[src/rtl/pdm_stim_pkg.sv]
// Shared constants for the PDM stimulus generator: source mode encodings
// and the 16-bit Galois LFSR used for the noise source.
package pdm_stim_pkg;

    typedef enum logic [1:0] {
        MODE_CONST  = 2'd0,
        MODE_RAMP   = 2'd1,
        MODE_LFSR   = 2'd2,
        MODE_SQUARE = 2'd3
    } mode_e;

    localparam logic [15:0] LFSR_SEED = 16'hACE1;
    localparam logic [15:0] LFSR_TAPS = 16'hB400;

    function automatic logic [15:0] lfsr_next(input logic [15:0] s);
        return s[0] ? ((s >> 1) ^ LFSR_TAPS) : (s >> 1);
    endfunction

endpackage

[src/rtl/pdm_stim_gen_sd_mod1.sv]
// Single-channel first-order sigma-delta core; the output bit register
// lives in the parent so the next bit is visible combinationally.
module sd_mod1 #(
    parameter int SAMPLE_W = 16
) (
    input  logic                       clk,
    input  logic                       rst,
    input  logic                       upd,
    input  logic signed [SAMPLE_W-1:0] x,
    input  logic                       bit_prev,
    output logic                       bit_nxt
);

    localparam int AW = SAMPLE_W + 2;

    localparam logic signed [AW-1:0] FB_POS =
        {3'b001, {(SAMPLE_W-1){1'b0}}};
    localparam logic signed [AW-1:0] FB_NEG =
        {3'b111, {(SAMPLE_W-1){1'b0}}};

    logic signed [AW-1:0] acc_q;
    logic signed [AW-1:0] acc_next;
    logic signed [AW-1:0] x_ext;
    logic signed [AW-1:0] fb;

    assign x_ext    = {{2{x[SAMPLE_W-1]}}, x};
    assign fb       = bit_prev ? FB_POS : FB_NEG;
    assign acc_next = acc_q + x_ext - fb;
    assign bit_nxt  = ~acc_next[AW-1];

    always_ff @(posedge clk) begin
        if (rst) begin
            acc_q <= '0;
        end else if (upd) begin
            acc_q <= acc_next;
        end
    end

endmodule

[src/rtl/pdm_stim_gen.sv]
// PDM stimulus generator: divided bit clock, selectable sample source and
// per-channel modulators. Define PDM_STIM_GEN_ONES_CNT_EN for the ones counter.
module pdm_stim_gen
    import pdm_stim_pkg::*;
#(
    parameter int CH_NUM   = 2,
    parameter int DIV      = 25,
    parameter int OSR      = 64,
    parameter int SAMPLE_W = 16
) (
    input  logic                       clk,
    input  logic                       rst,
    input  logic                       en,
    input  logic [1:0]                 mode,
    input  logic signed [SAMPLE_W-1:0] level,
    input  logic signed [SAMPLE_W-1:0] step,
    output logic                       m_clk,
    output logic [CH_NUM-1:0]          m_data,
    output logic                       sample_tick,
    output logic [$clog2(OSR+1)-1:0]   ones_cnt
);

    localparam int DW = $clog2(DIV);
    localparam int RW = $clog2(OSR);
    localparam int OW = $clog2(OSR + 1);

    localparam logic signed [SAMPLE_W-1:0] SMIN =
        {1'b1, {(SAMPLE_W-1){1'b0}}};
    localparam logic signed [SAMPLE_W-1:0] SMAX = ~SMIN;

    function automatic logic signed [SAMPLE_W-1:0] sat_neg(
        input logic signed [SAMPLE_W-1:0] v
    );
        return (v == SMIN) ? SMAX : -v;
    endfunction

    function automatic logic [SAMPLE_W-1:0] lfsr_to_sample(
        input logic [15:0] v
    );
        logic [SAMPLE_W+15:0] wide;
        wide = {v, {SAMPLE_W{1'b0}}};
        return wide[SAMPLE_W+15 -: SAMPLE_W];
    endfunction

    logic [DW-1:0]              div_cnt;
    logic                       div_tc;
    logic                       rise;
    logic                       upd_q;
    logic                       upd;
    logic [RW-1:0]              rise_cnt;
    logic                       win_end;
    logic                       tick;
    logic signed [SAMPLE_W-1:0] sample_q;
    logic signed [SAMPLE_W-1:0] sample_d;
    logic signed [SAMPLE_W-1:0] neg_sample;
    logic [15:0]                lfsr_q;
    logic [15:0]                lfsr_d;
    logic                       phase_q;
    logic                       phase_d;
    logic [CH_NUM-1:0]          bits_nxt;

    assign div_tc  = (div_cnt == DW'(DIV - 1));
    assign rise    = en & div_tc & ~m_clk;
    assign upd     = en & upd_q;
    assign win_end = (rise_cnt == RW'(OSR - 1));
    assign tick    = upd & win_end;

    // Modulators update one clk after the rise so m_data trails m_clk high.
    always_ff @(posedge clk) begin
        if (rst) begin
            div_cnt <= '0;
            m_clk   <= 1'b0;
            upd_q   <= 1'b0;
        end else if (en) begin
            div_cnt <= div_tc ? '0 : div_cnt + DW'(1);
            upd_q   <= rise;
            if (div_tc) begin
                m_clk <= ~m_clk;
            end
        end
    end

    always_ff @(posedge clk) begin
        if (rst) begin
            rise_cnt    <= '0;
            sample_tick <= 1'b0;
            m_data      <= '0;
        end else begin
            sample_tick <= tick;
            if (upd) begin
                rise_cnt <= win_end ? '0 : rise_cnt + RW'(1);
                m_data   <= bits_nxt;
            end
        end
    end

    assign lfsr_d = lfsr_next(lfsr_q);

    always_comb begin
        sample_d = sample_q;
        phase_d  = phase_q;
        unique case (mode_e'(mode))
            MODE_CONST:  sample_d = level;
            MODE_RAMP:   sample_d = sample_q + step;
            MODE_LFSR:   sample_d = lfsr_to_sample(lfsr_d);
            MODE_SQUARE: begin
                sample_d = phase_q ? sat_neg(level) : level;
                phase_d  = ~phase_q;
            end
        endcase
    end

    always_ff @(posedge clk) begin
        if (rst) begin
            sample_q <= '0;
            lfsr_q   <= LFSR_SEED;
            phase_q  <= 1'b0;
        end else if (tick) begin
            sample_q <= sample_d;
            lfsr_q   <= lfsr_d;
            phase_q  <= phase_d;
        end
    end

    assign neg_sample = sat_neg(sample_q);

    for (genvar c = 0; c < CH_NUM; c++) begin : g_ch
        logic signed [SAMPLE_W-1:0] x;
        if (c % 2 == 1) begin : g_odd
            assign x = neg_sample;
        end else begin : g_even
            assign x = sample_q;
        end
        sd_mod1 #(
            .SAMPLE_W (SAMPLE_W)
        ) u_mod (
            .clk      (clk),
            .rst      (rst),
            .upd      (upd),
            .x        (x),
            .bit_prev (m_data[c]),
            .bit_nxt  (bits_nxt[c])
        );
    end

`ifdef PDM_STIM_GEN_ONES_CNT_EN
    logic [OW-1:0] ones_acc;
    logic [OW-1:0] ones_q;

    always_ff @(posedge clk) begin
        if (rst) begin
            ones_acc <= '0;
            ones_q   <= '0;
        end else if (upd) begin
            if (win_end) begin
                ones_q   <= ones_acc + OW'(bits_nxt[0]);
                ones_acc <= '0;
            end else begin
                ones_acc <= ones_acc + OW'(bits_nxt[0]);
            end
        end
    end

    assign ones_cnt = ones_q;
`else
    assign ones_cnt = '0;
`endif

endmodule

[config.mk]
export PLATFORM = sky130hd
export DESIGN_NAME = pdm_stim_gen
export DESIGN_NICKNAME = d
export VERILOG_FILES = /design/src/rtl/pdm_stim_pkg.sv /design/src/rtl/pdm_stim_gen_sd_mod1.sv /design/src/rtl/pdm_stim_gen.sv
export SDC_FILE = /design/constraint.sdc
export NUM_CORES = 1
export LEC_CHECK = 0
export BUFFER_PORTS_ARGS = -buffer_cell sky130_fd_sc_hd__buf_2
export CAP_MARGIN = 20
export CORE_AREA = 4 4 182 184
export DETAILED_ROUTE_END_ITERATION = 10
export DIE_AREA = 0 0 186 188
export GPL_TIMING_DRIVEN = 0
export PLACE_DENSITY = 0.33
export SLEW_MARGIN = 40
export SYNTH_ARGS = -nofsm -noshare
export SYNTH_HDL_FRONTEND = slang
export SYNTH_SLANG_ARGS = --single-unit
[constraint.sdc]
create_clock -name clk -period 14.4 [get_ports clk]
set_input_delay 2.88 -clock clk [delete_from_list [all_inputs] [get_ports clk]]
set_output_delay 2.88 -clock clk [all_outputs]
set_load 0.1 [all_outputs]
After elaboration in Yosys (flattened, before gate mapping). Index checks and enable logic that the tools add are counted.

Flip-flop bits (word level): 85. Output and inout port bits: 11. Logic and storage cells: 48.

$add $sub $neg: 9. Equality and inequality tests: 7. Mux-type cells: 9. Bitwise gates (word level): 9. Reduce and logical (&&, ||, !) cells: 3.

Operators by type and width (number): 16-bit 2-to-1 mux (4); 16-bit case mux with 4 select lines (1); 18-bit by 16-bit adder with 18-bit output (2); 18-bit 2-to-1 mux (2); 18-bit subtractor (2); 16-bit equality test, second input constant (2); 16-bit negation (2); 16-bit adder (1); 6-bit by 1-bit adder with 6-bit output, second input constant (1); 6-bit equality test, second input constant (1); 6-bit 2-to-1 mux (1); 5-bit by 1-bit adder with 5-bit output, second input constant (1); 5-bit equality test, second input constant (1); 5-bit 2-to-1 mux (1); 1-bit bitwise AND (4); 2-bit equality test, second input constant (2); 1-bit inverter (4); 3-bit inverter with 4-bit output (1); 2-bit AND reduction (2); 2-bit by 1-bit equality test with 1-bit output, second input constant (1); 2-bit logical NOT (1).

Longest topological paths before layout. Gate-level depths: netlist (run 1).

Word-level depth: 5. Mapped depth: 18.

Hierarchy. A second synthesis (run 1) with hierarchy kept.

Cells, all modules: 1011. Area total of the unflattened synthesis: 7701.1 µm².

Modules (own cells, without submodules): pdm_stim_gen (times used 1, cells an instance 484, area each 3726.1 µm²); sd_mod1 at g_ch[1].u_mod (times used 1, cells an instance 275, area each 2038.2 µm²); sd_mod1 at g_ch[0].u_mod (times used 1, cells an instance 252, area each 1936.9 µm²).

Worst setup path after synthesis (run 1). No wires, ideal clock.

Path type: input to register. Start point: input level[2]. End point: register sample_q[8] (netlist: g_ch[0].x[8]). Data arrival time: 5.256 ns. Required time: 14.321 ns. Slack: 9.065 ns. Stages on the path: 9. Buffers on the path: 2. Cells stage by stage: buf_6 or4_4 or4b_4 or4_4 buf_6 and3b_1 a311oi_1 o21ai_1 o211ai_1.

Longest elaborated chain between the ends: 4. Elaborated cells on any way between the ends: 5. Classes of those cells: add/sub (1); eq/ne (1); mux (3).

RTL lines: start, declared (line pdm_stim_gen.sv:15) `input logic signed [SAMPLE_W-1:0] level,`; 16-bit negation / 16-bit equality test (equally long branches) (line pdm_stim_gen.sv:34) `return (v == SMIN) ? SMAX : -v;`; 16-bit 2-to-1 mux (*) (line pdm_stim_gen.sv:34); 16-bit 2-to-1 mux (*) (line pdm_stim_gen.sv:107) `sample_d = phase_q ? sat_neg(level) : level;`; 16-bit case mux with 4 select lines (*) (line pdm_stim_gen.sv:102) `unique case (mode_e'(mode))`; end signal, assigned (line pdm_stim_gen.sv:119) `sample_q <= sample_d;`; end, declared (line pdm_stim_gen.sv:53) `logic signed [SAMPLE_W-1:0] sample_q;`.

Every way passes the cells marked *; elsewhere a longest branch is shown, timed or not. A chain may end at the register's enable or synchronous reset.

Final worst setup path (run 1).
Start point: register sample_q[1] (netlist: g_ch[0].x[1]). End point: register g_ch[1].u_mod.acc_q[15].

Longest elaborated chain between the ends: 4. Elaborated cells on any way between the ends: 5. Classes of those cells: add/sub (3); eq/ne (1); mux (1).

RTL lines: 16-bit negation / 16-bit equality test (equally long branches) (line pdm_stim_gen.sv:34); 16-bit 2-to-1 mux (*) (line pdm_stim_gen.sv:34); 18-bit by 16-bit adder with 18-bit output (*) (line pdm_stim_gen_sd_mod1.sv:28) `assign acc_next = acc_q + x_ext - fb;`; 18-bit subtractor (*) (line pdm_stim_gen_sd_mod1.sv:28); end signal, assigned (line pdm_stim_gen_sd_mod1.sv:35) `acc_q <= acc_next;`; end, declared (line pdm_stim_gen_sd_mod1.sv:21) `logic signed [AW-1:0] acc_q;`.

Marked as above.

==> results list, run 1 <==
* Kind of start point of the critical path: register
* TritonCTS clock tree: done
- Ranked by instance count, the synthesized netlist is headed by sky130_fd_sc_hd__inv_1 (118), sky130_fd_sc_hd__nand2_1 (86), sky130_fd_sc_hd__dfxtp_1 (85), sky130_fd_sc_hd__ha_1 (85), sky130_fd_sc_hd__a21oi_1 (62).
- Result of the run: completed
- The first TritonRoute pass finished after 4 iterations.
- Post-route fraction of the period consumed by the critical path: 36.87%
- Based on the critical path, the design can be clocked at up to 188.4 MHz.
- DR WL met2: 11,230 um
* Most used DFF post-synth: sky130_fd_sc_hd__dfxtp_1
- Clk_skew: 0.008937 ns
* Leakage power summed over all cells: 3.489 nW
* Share of cells above drive strength 1: 8.418%
* Switching share of power: 29.42%
* Count of buffer and inverter cells on the critical path: 3
- Dividing the detail-routed via count by the number of cells gives 4.676.
* Comb pwr share: 9.5%
- Entering global routing, the biggest net connects 17 pins.
* GRT Overall Usage: 13.92%
- Once routing completed, OpenROAD measured the worst setup slack at 9.091 ns.
* Cell count after synthesis: 926
- Met1 routed wirelength after detailed routing: 11,990 um
- Minimum hold slack: 0.4542 ns
- Number of fill cells: 3,568
* Antenna Nets Post-Route: 0
- The number of antenna diodes in the final layout is 0.
* Syn Std Cell Area: 7169 um^2
- IR analysis of the VDD net gives a maximum drop of 0.00003898 V.
- Sequential cell area: 1702 um^2
- RSZ-0062 raised after global routing: false
- Wire length of the first global-routing pass: 38,110 um
- For this run, asynchronously set or reset flops after synthesis account for 0%.
* Arrival time of data at the critical path endpoint: 5.54 ns
* Sum of met3 wire segment lengths after detailed routing: 486 um
- During synthesis, Yosys emitted a total of 0 warnings.
- Once the clock tree was built, the resizer swapped 0 gates to a different size.
- The clock network is responsible for 45.8% of the overall power.
* Top layer reached by signal wires: met4
* Maximum cell stage delay along the critical path: 0.72 ns
* DP Wirelength: 19,260 um
- Initial antenna violation count: 0
* Total Power: 527.3 uW
- Post-CTS Setup Bufs: 0
* Footprint of the multi-input gates: 4830 um^2
* Cell type of the slowest stage on the worst timing path: sky130_fd_sc_hd__a2111oi_1
- In this run, CTS created clock tree buffers numbering 9.
- The critical path is of the reg2reg type.
- Along the worst path, the maximum fanout reaches 10.
* Power per cell area: 64.48 nW/um^2
- Worst slack after detailed placement: 8.722 ns
- Congestion Overflow GR: 0
- Cell family contributing the most delay on the critical path: simple AND/OR/NAND/NOR gates
- The clock passes through at most 2 buffers.
- The worst setup path is captured at a register.
- After clock tree synthesis, the flow added hold-fix buffers numbering 0.
- Buffers placed on the I/O ports in this run total 38.
* Largest cells by area after synthesis: sky130_fd_sc_hd__dfxtp_1 (24%), sky130_fd_sc_hd__ha_1 (15%), sky130_fd_sc_hd__inv_1 (6.2%)
- Horizontal die dimension: 186 um
- The routed layout has 6,490 vias.
- Number of flip-flops and latches in the synthesized netlist: 85
- Std cell rows: 65
- The floorplan step defined a die boundary enclosing 34,970 um^2.
* Count of unique library cells instantiated by Yosys: 69
- Area share of the largest cell type after synthesis: 23.73%
* Pin slew with the least headroom to its limit: 0.7987 ns
- Counting tap cells, the placed design contains a total of 1,372 instances.
* Cell taking the most area after synthesis: sky130_fd_sc_hd__dfxtp_1
- The signal on the critical path passes through inv_1, ha_1, or3b_2, or2_2, nand2b_1, nor4b_2, clkbuf_1, nor2_1, ha_1, inv_1, ha_1, a2111oi_1, o311a_1, o21ai_0, a31oi_1, xor2_1, o21ai_0.
* Area of the core region: 31,390 um^2
- The clock net in this run drives a total of 85 sinks.
- Average cell area after synthesis: 7.742 um^2
* Net count, final: 1,106
- Sequential power share: 44.8%
- The final number of hold-violating endpoints came to 0.
- Post-synth EDFFs: 0
- Total of max-cap violations: 0
- The via count of the first global-routing pass came to 6,546.
- Dividing the detail-routed wire length by the instance count gives 17.26 um.
- Clock latency reported for the late side of the worst-skew pair: 0.35 ns
- Most frequently used cell type in the post-synthesis netlist: sky130_fd_sc_hd__inv_1
- The tightest min-delay check is of the reg2reg type.
- The final number of max-transition violations was 0.
* Clock root buffer master: sky130_fd_sc_hd__clkbuf_16
- The clock tree synthesis step divided the H-tree into 3 levels.
- After detailed routing, the total wire length is 23,960 um.
* Sequential element share of the synthesized area: 23.73%
* Y dimension of the die: 188 um
* Crit path time final: 5.309 ns
- Effective utilization at floorplan: 22.84%
- After the flow finishes, the layout carries non-filler instances totaling 1,388.
- Iter 0 DRT Violations: 261
- Final setup violation count: 0
- Compared with the post-synthesis result, the final layout area differs by 14.05%.
- In this run the tightest slew margin relative to its limit is 46.75%.
* Switching power total: 155.1 uW
- DRC Markers: 0
* Internal power of the cells: 372.2 uW
- Weighted congestion reported at the end of routability-driven placement: 0.7803
- 48 I/O pins were placed.
* Fin Setup TNS: 0 ns
- CP required: 14.63 ns
* Library cell appearing most often on the critical path: sky130_fd_sc_hd__ha_1
- Clock slew at the register clock pins of the worst setup and hold paths: 0.08 ns
-- worst register-to-register path: stages, from the launching register on --
cell	delay [ns]
sky130_fd_sc_hd__dfxtp_1	0.38
sky130_fd_sc_hd__inv_1	0.12
sky130_fd_sc_hd__ha_1	0.18
sky130_fd_sc_hd__or3b_2	0.52
sky130_fd_sc_hd__or2_2	0.34
sky130_fd_sc_hd__nand2b_1	0.20
sky130_fd_sc_hd__nor4b_2	0.48
sky130_fd_sc_hd__clkbuf_1	0.41
sky130_fd_sc_hd__nor2_1	0.15
sky130_fd_sc_hd__ha_1	0.31
sky130_fd_sc_hd__inv_1	0.04
sky130_fd_sc_hd__ha_1	0.33
sky130_fd_sc_hd__a2111oi_1	0.72
sky130_fd_sc_hd__o311a_1	0.35
sky130_fd_sc_hd__o21ai_0	0.19
sky130_fd_sc_hd__a31oi_1	0.24
sky130_fd_sc_hd__xor2_1	0.16
sky130_fd_sc_hd__o21ai_0	0.08
-- per-stage QoR --
| step | area, um^2 | utilization [%] |
|---|---|---|
| 2_1_floorplan | 7192 | - |
| 6_report | 8177 | 26.05 |
| 5_1_grt | 8177 | 26.05 |
| 3_5_place_dp | 7893 | 25.14 |
| 4_1_cts | 8175 | 26.04 |
| 3_3_place_gp | 7885 | 25.12 |
-- power groups by stage --
stage | Clock [mW] | Sequential, mW | Combinational (mW)
2_1_floorplan | 0 | 0.241 | 0.0315
3_3_place_gp | 0 | 0.242 | 0.0505
3_5_place_dp | 0 | 0.242 | 0.0503
4_1_cts | 0.249 | 0.236 | 0.0505
5_1_grt | 0.255 | 0.236 | 0.0543
6_report | 0.241 | 0.236 | 0.0498
-- sequential cells by signal, summed over array words and instances, names as in the netlist --
signal            flops
g_ch.u_mod.acc_q     36
g_ch.x               16
lfsr_q               16
rise_cnt              6
div_cnt               5
m_data                2
m_clk                 1
phase_q               1
sample_tick           1
upd_q                 1
-- layout make-up --
| type | instances | area share [%] |
|---|---|---|
| inverter | 118 | 5.417 |
| timing repair buffer | 38 | 2.326 |
| sequential | 85 | 20.81 |
| buffer | 47 | 2.770 |
| clock inverter | 6 | 0.6580 |
| multi-input combinational | 682 | 59.07 |
| clock buffer | 10 | 2.800 |
| tap | 402 | 6.151 |
-- kinds of logic (layout without fill, tap and decap cells) --
| group | after synthesis | after routing | share of synthesized area, % |
|---|---|---|---|
| other | 1 | 7 | 0.05231 |
| and+or+nand+nor | 255 | 255 | 17.73 |
| DFF | 85 | 85 | 23.73 |
| adders and majority gates | 88 | 88 | 15.67 |
| muxes | 11 | 11 | 2.094 |
| xor gates and xnor gates | 69 | 69 | 8.429 |
| buffers and inverters | 165 | 219 | 9.319 |
| AOI/OAI and AO/OA | 252 | 252 | 22.97 |
-- routing by layer --
layer | vias to the layer above | global-route usage [%]
li1 | 3354 | -
met1 | 3048 | 19.80
met2 | 73 | 22.75
met3 | 15 | 1.416
met4 | 0 | 2.999
met5 | - | 0
-- worst paths after layout --
check,start,endpoint,slack (ns),cells past startpoint
max,g_ch[0].x[1],g_ch[1].u_mod.acc_q[15],9.09,17
min reg2reg,g_ch[1].u_mod.acc_q[7],g_ch[1].u_mod.acc_q[7],0.45,2
min,g_ch[1].u_mod.acc_q[7],g_ch[1].u_mod.acc_q[7],0.45,2
max reg2reg,g_ch[0].x[1],g_ch[1].u_mod.acc_q[15],9.09,17
-- layout by cell type, fill, tap and decap left out, drive strengths merged, types with 41 or more instances in the layout --
cell type | Yosys | routed
buf | 15 | 53
nand2 | 86 | 86
clkbuf | 32 | 42
ha | 85 | 85
xnor2 | 41 | 41
a21oi | 62 | 62
inv | 118 | 123
nor2 | 52 | 52
dfxtp | 85 | 85
o21ai | 54 | 54
Power figures use the tool's default switching activity.
==> inputs of run 2 (changes only) <==
ABC_AREA = 1   (was default)
CORE_AREA = 4 4 188 190   (was 4 4 182 184)
DIE_AREA = 0 0 192 194   (was 0 0 186 188)
clock period = 4.9 ns   (was 14.4 ns; I/O delays follow)
==> run 2 against run 1 <==
  * Clock skew is 0.0043 ns higher
  * Worst setup slack got worse by 8.3 ns
  * Largest cell class unchanged
  * Count of clock-buffer cells in the layout fell by 1
  * Clock power increased to 2.9 times the previous value
  * Register-to-register slack got worse by 8.3 ns
  * Worst hold slack gained 0.015 ns
  * Total power rose to 2.9 times the previous value
  * Final area grew 7.0%
  * First-iteration DRC count grew 38%
  * Cell count increased by 25%
  * Critical path type unchanged
==> results list, run 2 <==
- Reg2reg path depth: 19
* Number of fill cells: 3,827
- Largest cells by area after synthesis: sky130_fd_sc_hd__dfxtp_1 (22%), sky130_fd_sc_hd__ha_1 (14%), sky130_fd_sc_hd__nand2_1 (12%)
* Level count of the clock H-tree: 3
- Kind of start point of the critical path: register
* Via count of the first global-routing pass: 7,243
- Clock net sink count: 85
* Routed WL per cell: 15.11 um
- Hold Crit Endpoint: g_ch[0].u_mod.acc_q[17]
* Worst hold path class: reg2reg
* Peak supply drop: 0.0001498 V
* Number of synthesis warnings: 0
* Antenna Nets Post-Route: 0
- The floorplan step defined a core boundary enclosing 33,450 um^2.
- Clock latency reported for the late side of the worst-skew pair: 0.36 ns
- Final hold violation count: 0
* Fraction of registers with async set/reset: 0%
- Gates resized during post-CTS repair numbered 0.
- The library cell used most frequently in the layout, excluding fill and tap cells, is sky130_fd_sc_hd__nand2_1.
- Hold repair after CTS inserted 0 buffers.
* Y dimension of the die: 194 um
- Of all nets on the critical path, the largest fanout is 10.
- The mapped netlist covers 7687 um^2.
* Final cell count without fillers: 1,733
- TritonCTS clock tree: done
- # diodes: 0
* Number of vias in the routed layout: 7,448
- Footprint of the multi-input gates: 4943 um^2
- Post-route fraction of the period consumed by the critical path: 83.21%
- The worst setup path is of the reg2reg kind.
- Congestion Overflow GR: 0
- Net count, final: 1,405
* Total of max-cap violations: 0
- Flip-flop count of the largest register, all copies and words added: 36
* Clock slew at the register clock pins of the worst setup and hold paths: 0.08 ns
- GRT Overall Usage: 14.05%
- Sequential cell area: 1702 um^2
* Power per cell area: 177.2 nW/um^2
* Clk_skew: 0.01323 ns
- Syn-to-layout area delta: 13.82%
- At the worst endpoint, the required time is 5.19 ns.
- For the finished layout, the period the worst path requires is 4.077 ns.
* Fin Setup TNS: 0 ns
- Entering global routing, the biggest net connects 18 pins.
- Clock root buffer master: sky130_fd_sc_hd__clkbuf_16
* Average cell area after synthesis: 6.275 um^2
- The synthesized design contains 85 register bits.
- The worst setup path is captured at a register.
- Using the TritonRoute via totals, the vias-per-cell ratio works out to 4.298.
- In this run, placement finished with an instance count of 1,717.
- Detailed Routing Iterations Pass 1: 5
* Maximum operating frequency: 245.3 MHz
- Finished Core Util: 26.16%
* CTS buffer count: 9
- Startpoint of the worst hold path: g_ch[0].u_mod.acc_q[17]
- Pin placement for this block handled 48 I/O pins.
- Worst R2R Setup Slack: 0.82 ns
- Slew Limit Fails: 0
* Total Power: 1.550 mW
* Most frequently used cell type in the post-synthesis netlist: sky130_fd_sc_hd__nand2_1
- The die is 192 um wide.
- Total Routed Length: 26,180 um
* Arrival time of data at the critical path endpoint: 4.37 ns
* Std cell rows: 67
- The worst register-to-register path ends at g_ch[1].u_mod.acc_q[17].
- WHS Path Cells: 2
* DRC Markers: 0
* Initial antenna violation count: 0
- RSZ-0062 raised after global routing: false
- Sequential cells were found to cover 22.14% of the synthesized design area.
- Sorting the synthesized cells by how often they occur yields sky130_fd_sc_hd__nand2_1 (253), sky130_fd_sc_hd__inv_1 (228), sky130_fd_sc_hd__nor2_1 (127).
* Share of cells above drive strength 1: 7.860%
- Iter 0 DRT Violations: 361
* Max transition margin: 46.28%
- At the end of routability-driven placement, the weighted congestion stood at 0.8099.
* Count of unique library cells instantiated by Yosys: 41
* Cell taking the most area after synthesis: sky130_fd_sc_hd__dfxtp_1
- The synthesized design devotes to its leading area cell type 22.14% of total area.
- No sink is reached through more buffers than the 2 on the longest clock path.
* Post-synth EDFFs: 0
- Counting flops per register, the top entry is g_ch.u_mod.acc_q.
- The die covers 37,250 um^2.
- Input and output buffers added on the ports amount to 38.
- The run finished with clean final reports.
* Pin slew with the least headroom to its limit: 0.8058 ns
- Cell count after synthesis: 1,225
- The first global-routing pass estimated 40,750 um of wire.
- For this design the static power due to leakage is 4.602 nW.
* Effective utilization at floorplan: 22.98%
- Setup violations remaining at the end of the flow were counted as 0.
* Most used DFF post-synth: sky130_fd_sc_hd__dfxtp_1
- Post-CTS Setup Bufs: 0
* DP Wirelength: 21,670 um
- Most frequent cells in the layout: sky130_fd_sc_hd__nand2_1 (253), sky130_fd_sc_hd__inv_1 (228), sky130_fd_sc_hd__nor2_1 (127)
- The worst register-to-register path begins at g_ch[0].x[1].
-- run 2: final cells by class --
cell class / instances / area share [%]
Clock buffer: 9 / 2.574
Buffer: 34 / 2.102
Inverter: 235 / 10.10
Clock inverter: 7 / 0.7007
Sequential cell: 85 / 19.45
Tap cell: 448 / 6.406
Multi-Input combinational cell: 877 / 56.50
Timing Repair Buffer: 38 / 2.174
-- run 2: where the power goes --
group / internal [mW] / switching (mW)
registers: 0.692 / 0.00141
clock network: 0.357 / 0.351
logic: 0.0434 / 0.107
total: 1.09 / 0.459
-- run 2: per-stage QoR --
step / cell area [um^2] / setup slack, ns / hold WS (ns)
2_1_floorplan: 7710 / 1.987 / 0.4420
3_3_place_gp: 8461 / 0.7416 / 0.4540
3_5_place_dp: 8463 / 0.6913 / 0.4588
4_1_cts: 8750 / 0.6756 / 0.4716
5_1_grt: 8750 / 0.3470 / 0.5079
6_report: 8750 / 0.8227 / 0.4692
-- run 2: worst max-delay path: stages, from the launching register on --
cell                       delay [ns]
sky130_fd_sc_hd__dfxtp_1         0.41
sky130_fd_sc_hd__inv_1           0.11
sky130_fd_sc_hd__ha_1            0.23
sky130_fd_sc_hd__nand3_1         0.18
sky130_fd_sc_hd__nor2_1          0.10
sky130_fd_sc_hd__nand2_1         0.28
sky130_fd_sc_hd__clkinv_1        0.41
sky130_fd_sc_hd__nor3_1          0.52
sky130_fd_sc_hd__ha_1            0.33
sky130_fd_sc_hd__inv_1           0.05
sky130_fd_sc_hd__ha_1            0.26
sky130_fd_sc_hd__nand2_1         0.14
sky130_fd_sc_hd__nor2_1          0.07
sky130_fd_sc_hd__nand3_1         0.08
sky130_fd_sc_hd__nand3_1         0.24
sky130_fd_sc_hd__a21oi_1         0.22
sky130_fd_sc_hd__nand2_1         0.07
sky130_fd_sc_hd__nand2_1         0.10
sky130_fd_sc_hd__nand2_1         0.06
sky130_fd_sc_hd__a21oi_1         0.14
-- run 2: worst max-delay path by stage --
| stage | to | start | slack [ns] | cells past startpoint |
|---|---|---|---|---|
| after CTS | g_ch[1].u_mod.acc_q[17] | g_ch[0].x[1] | 0.68 | 19 |
| after detailed placement | g_ch[1].u_mod.acc_q[17] | g_ch[0].x[1] | 0.69 | 19 |
| after global placement | g_ch[1].u_mod.acc_q[13] | g_ch[0].x[1] | 0.74 | 18 |
| after global routing | g_ch[1].u_mod.acc_q[13] | g_ch[0].x[1] | 0.35 | 18 |
| final | g_ch[1].u_mod.acc_q[17] | g_ch[0].x[1] | 0.82 | 19 |
| after floorplan | g_ch[1].u_mod.acc_q[10] | g_ch[0].x[0] | 1.99 | 19 |
-- run 2: layer usage --
layer,routed length (um),vias up,global-route usage [%],part of all wire [%]
li1,-,4039,-,-
met1,13590,3310,20.14,52
met2,11720,88,22.40,45
met3,637,11,2.323,2.4
met4,228,0,2.588,0.87
met5,0,-,0,0
-- run 2: kinds of logic (layout without fill, tap and decap cells) --
kind of cell	after synthesis	in the layout	synth area share, %
AND/OR/NAND/NOR	501	501	27.43
AO/OA/AOI/OAI	238	238	17.02
buffers and inverters	269	323	13.85
flip-flops	85	85	22.14
other	1	7	0.04878
XOR/XNOR	43	43	4.899
adder cells (fa/ha/maj)	88	88	14.62
==> inputs of run 3 (changes only) <==
PLACE_DENSITY = 0.34   (was 0.33)
clock period = 3.4 ns   (was 4.9 ns; I/O delays follow)
==> run 3 against run 2 <==
  * Critical path depth stayed put
  * Combinational power is 43% higher
  * Routed wire length is 0.56% lower
  * Final area is 1.8% higher
  * Utilization is 0.47 points higher
  * Worst setup slack worse by 0.56 ns
  * Via count is 0.27% lower
  * Total power is 47% higher
  * Cell count is 0.12% higher
  * Sequential cell count stayed put
==> results list, run 3 (synthesis results as in run 2) <==
- Result of the run: completed
- Maximum operating frequency: 318.8 MHz
* Final hold violation count: 0
* Crit path time final: 3.137 ns
* Most frequent cells in the layout: sky130_fd_sc_hd__nand2_1 (250), sky130_fd_sc_hd__inv_1 (226), sky130_fd_sc_hd__nor2_1 (116)
- 0 antenna diodes ended up in the layout.
- Weighted congestion reported at the end of routability-driven placement: 0.7966
- Routed WL per cell: 15.00 um
- CP required: 3.66 ns
* Number of buffers between clock root and the deepest sink: 2
* Minimum hold slack: 0.4682 ns
- Slew Limit Fails: 0
* Effective utilization at floorplan: 22.98%
- The worst path uses 92.26% of the clock period.
* Peak supply drop: 0.0002238 V
* Via count of the first global-routing pass: 7,205
- Area of the core region: 33,450 um^2
* TritonCTS clock tree: done
- Syn-to-layout area delta: 15.89%
* Total of max-cap violations: 0
- Vias per cell: 4.281
- Cells with a size suffix above 1 make up 10.72% of the layout.
- Final cell area excluding filler cells: 8909 um^2
- The register with the most flip-flops in the layout has 36 of them.
- The floorplan step defined a die boundary enclosing 37,250 um^2.
- Detailed routing inserted a total of 7,428 vias.
- Once detail routing completed, the nets flagged for antenna violations numbered 0.
- CTS buffer count: 9
- Number of fill cells: 3,849
* Final setup violation count: 0
- Clock latency reported for the late side of the worst-skew pair: 0.37 ns
- The critical path in this run is classified as reg2reg.
- Total Routed Length: 26,030 um
- For the worst setup path, the data arrival time is 3.40 ns.
* Leakage power summed over all cells: 4.644 nW
- Largest fanout on the critical path: 10
- On the final layout, the worst clock skew is 0.009931 ns.
- DP Wirelength: 21,420 um
- Clock slew at the register clock pins of the worst setup and hold paths: 0.07 ns
- More flip-flops sit in one register than any other, and that register is g_ch.u_mod.acc_q.
* Fin Setup TNS: 0 ns
- The H-tree was split into 3 levels.
- Pin slew with the least headroom to its limit: 0.7765 ns
* Hold buffers post-CTS: 0
- The net count of the finished layout is 1,407.
* Clock net sink count: 85
- Sequential cell area: 1703 um^2
- Max transition margin: 48.23%
- Power per cell area: 256.2 nW/um^2
- 48 I/O pins were placed.
- Y dimension of the die: 194 um
- Power comes to 2.283 mW.
* Horizontal die dimension: 192 um
- Setup repair after global routing could not meet its margin everywhere.
- The tightest min-delay check is of the reg2reg type.
- Endpoint type of the worst setup path: register
- The initialized floorplan defines 67 standard-cell rows.
- Before antenna repair, the detailed router went through 4 iterations.
* Port Buffer Count: 38
- Iter 0 DRT Violations: 293
* Clock root buffer master: sky130_fd_sc_hd__clkbuf_16
* Wire length of the first global-routing pass: 40,710 um
- DRC Markers: 0
- In this run the cell area measured after placement is 8462 um^2.
- The initial antenna violation count came to 0.
- Congestion Overflow GR: 0
- Summing all multi-input logic gate instances after layout gives 5075 um^2.
- Kind of start point of the critical path: register
- The library cell used most frequently in the layout, excluding fill and tap cells, is sky130_fd_sc_hd__nand2_1.
- In the global route stage, overall resource usage came out at 14.09%.
* Maximum number of pins on one net before global-route repair: 14
==> run 3: cell types whose count changed in the layout (fill, tap and decap cells not counted), sizes merged <==
cell | previous run | this run
clkinv | 3 | 1
clkbuf | 25 | 29
clkinvlp | 1 | 2
inv | 238 | 234
bufinv | 0 | 1
buf | 56 | 58
==> run 3: per-layer routing <==
layer / share of wire, % / up-vias / GRT usage (%)
met1: 52 / 3314 / 20.21
met5: 0 / - / 0
met3: 2.5 / 16 / 2.323
met2: 45 / 72 / 22.30
met4: 1.1 / 0 / 2.905
li1: - / 4026 / -
==> run 3: area by class of cell <==
class	count	share of cell area, %
repair buffers	40	2.303
clock inverters	3	0.5056
clock buffers	13	2.809
multi-input cells	877	56.97
well taps	448	6.292
plain buffers	34	2.065
inverters	235	9.944
flip-flops and latches	85	19.12
==> run 3: worst max-delay path: stages, from the launching register on <==
cell and delay, ns:
sky130_fd_sc_hd__dfxtp_1 0.36, sky130_fd_sc_hd__inv_2 0.10, sky130_fd_sc_hd__ha_2 0.21, sky130_fd_sc_hd__nand3_2 0.14
sky130_fd_sc_hd__nor2_4 0.19, sky130_fd_sc_hd__nand2_4 0.11, sky130_fd_sc_hd__inv_4 0.13, sky130_fd_sc_hd__nor2_1 0.08
sky130_fd_sc_hd__ha_1 0.27, sky130_fd_sc_hd__inv_1 0.04, sky130_fd_sc_hd__ha_1 0.36, sky130_fd_sc_hd__nand2_1 0.11
sky130_fd_sc_hd__o21ai_1 0.21, sky130_fd_sc_hd__nor2_2 0.09, sky130_fd_sc_hd__o21ai_2 0.21, sky130_fd_sc_hd__nand2_1 0.12
sky130_fd_sc_hd__nand3_1 0.08, sky130_fd_sc_hd__nand3_1 0.08, sky130_fd_sc_hd__nand2_1 0.10, sky130_fd_sc_hd__inv_1 0.04
==> run 3: metrics by stage <==
step                      setup WS [ns]  cells  util [%]
after global placement          -0.3377   1717     25.29
after floorplan                  0.4865   1231         -
final                            0.2631   1735     26.63
after global routing           -0.04218   1735     26.63
after CTS                      0.005080   1734     26.33
after detailed placement        -0.3294   1717     25.30
==> run 3: timing repair <==
item	in CTS	in global routing
setup endpoints to repair	12	11
buffers inserted	1	1
gates cloned	0	0
resized for setup	16	31
pin swaps	2	4
==> run 3: report_power, final <==
| group | switching (mW) | internal (mW) | leakage (nW) | total, mW |
|---|---|---|---|---|
| logic | 0.152 | 0.0628 | 3.82 | 0.215 |
| registers | 0.00210 | 0.997 | 0.686 | 0.999 |
| clock network | 0.476 | 0.592 | 0.136 | 1.07 |
| total | 0.630 | 1.65 | 4.64 | 2.28 |
==> run 3: path summary, 6_finish.rpt <==
| path | from | end | slack [ns] | cells after the start |
|---|---|---|---|---|
| worst max-delay path | g_ch[0].x[1] | g_ch[1].u_mod.acc_q[16] | 0.26 | 19 |
| worst max register to register | g_ch[0].x[1] | g_ch[1].u_mod.acc_q[16] | 0.26 | 19 |
| worst min-delay path | g_ch[0].u_mod.acc_q[17] | g_ch[0].u_mod.acc_q[17] | 0.47 | 2 |
| worst min register to register | g_ch[0].u_mod.acc_q[17] | g_ch[0].u_mod.acc_q[17] | 0.47 | 2 |
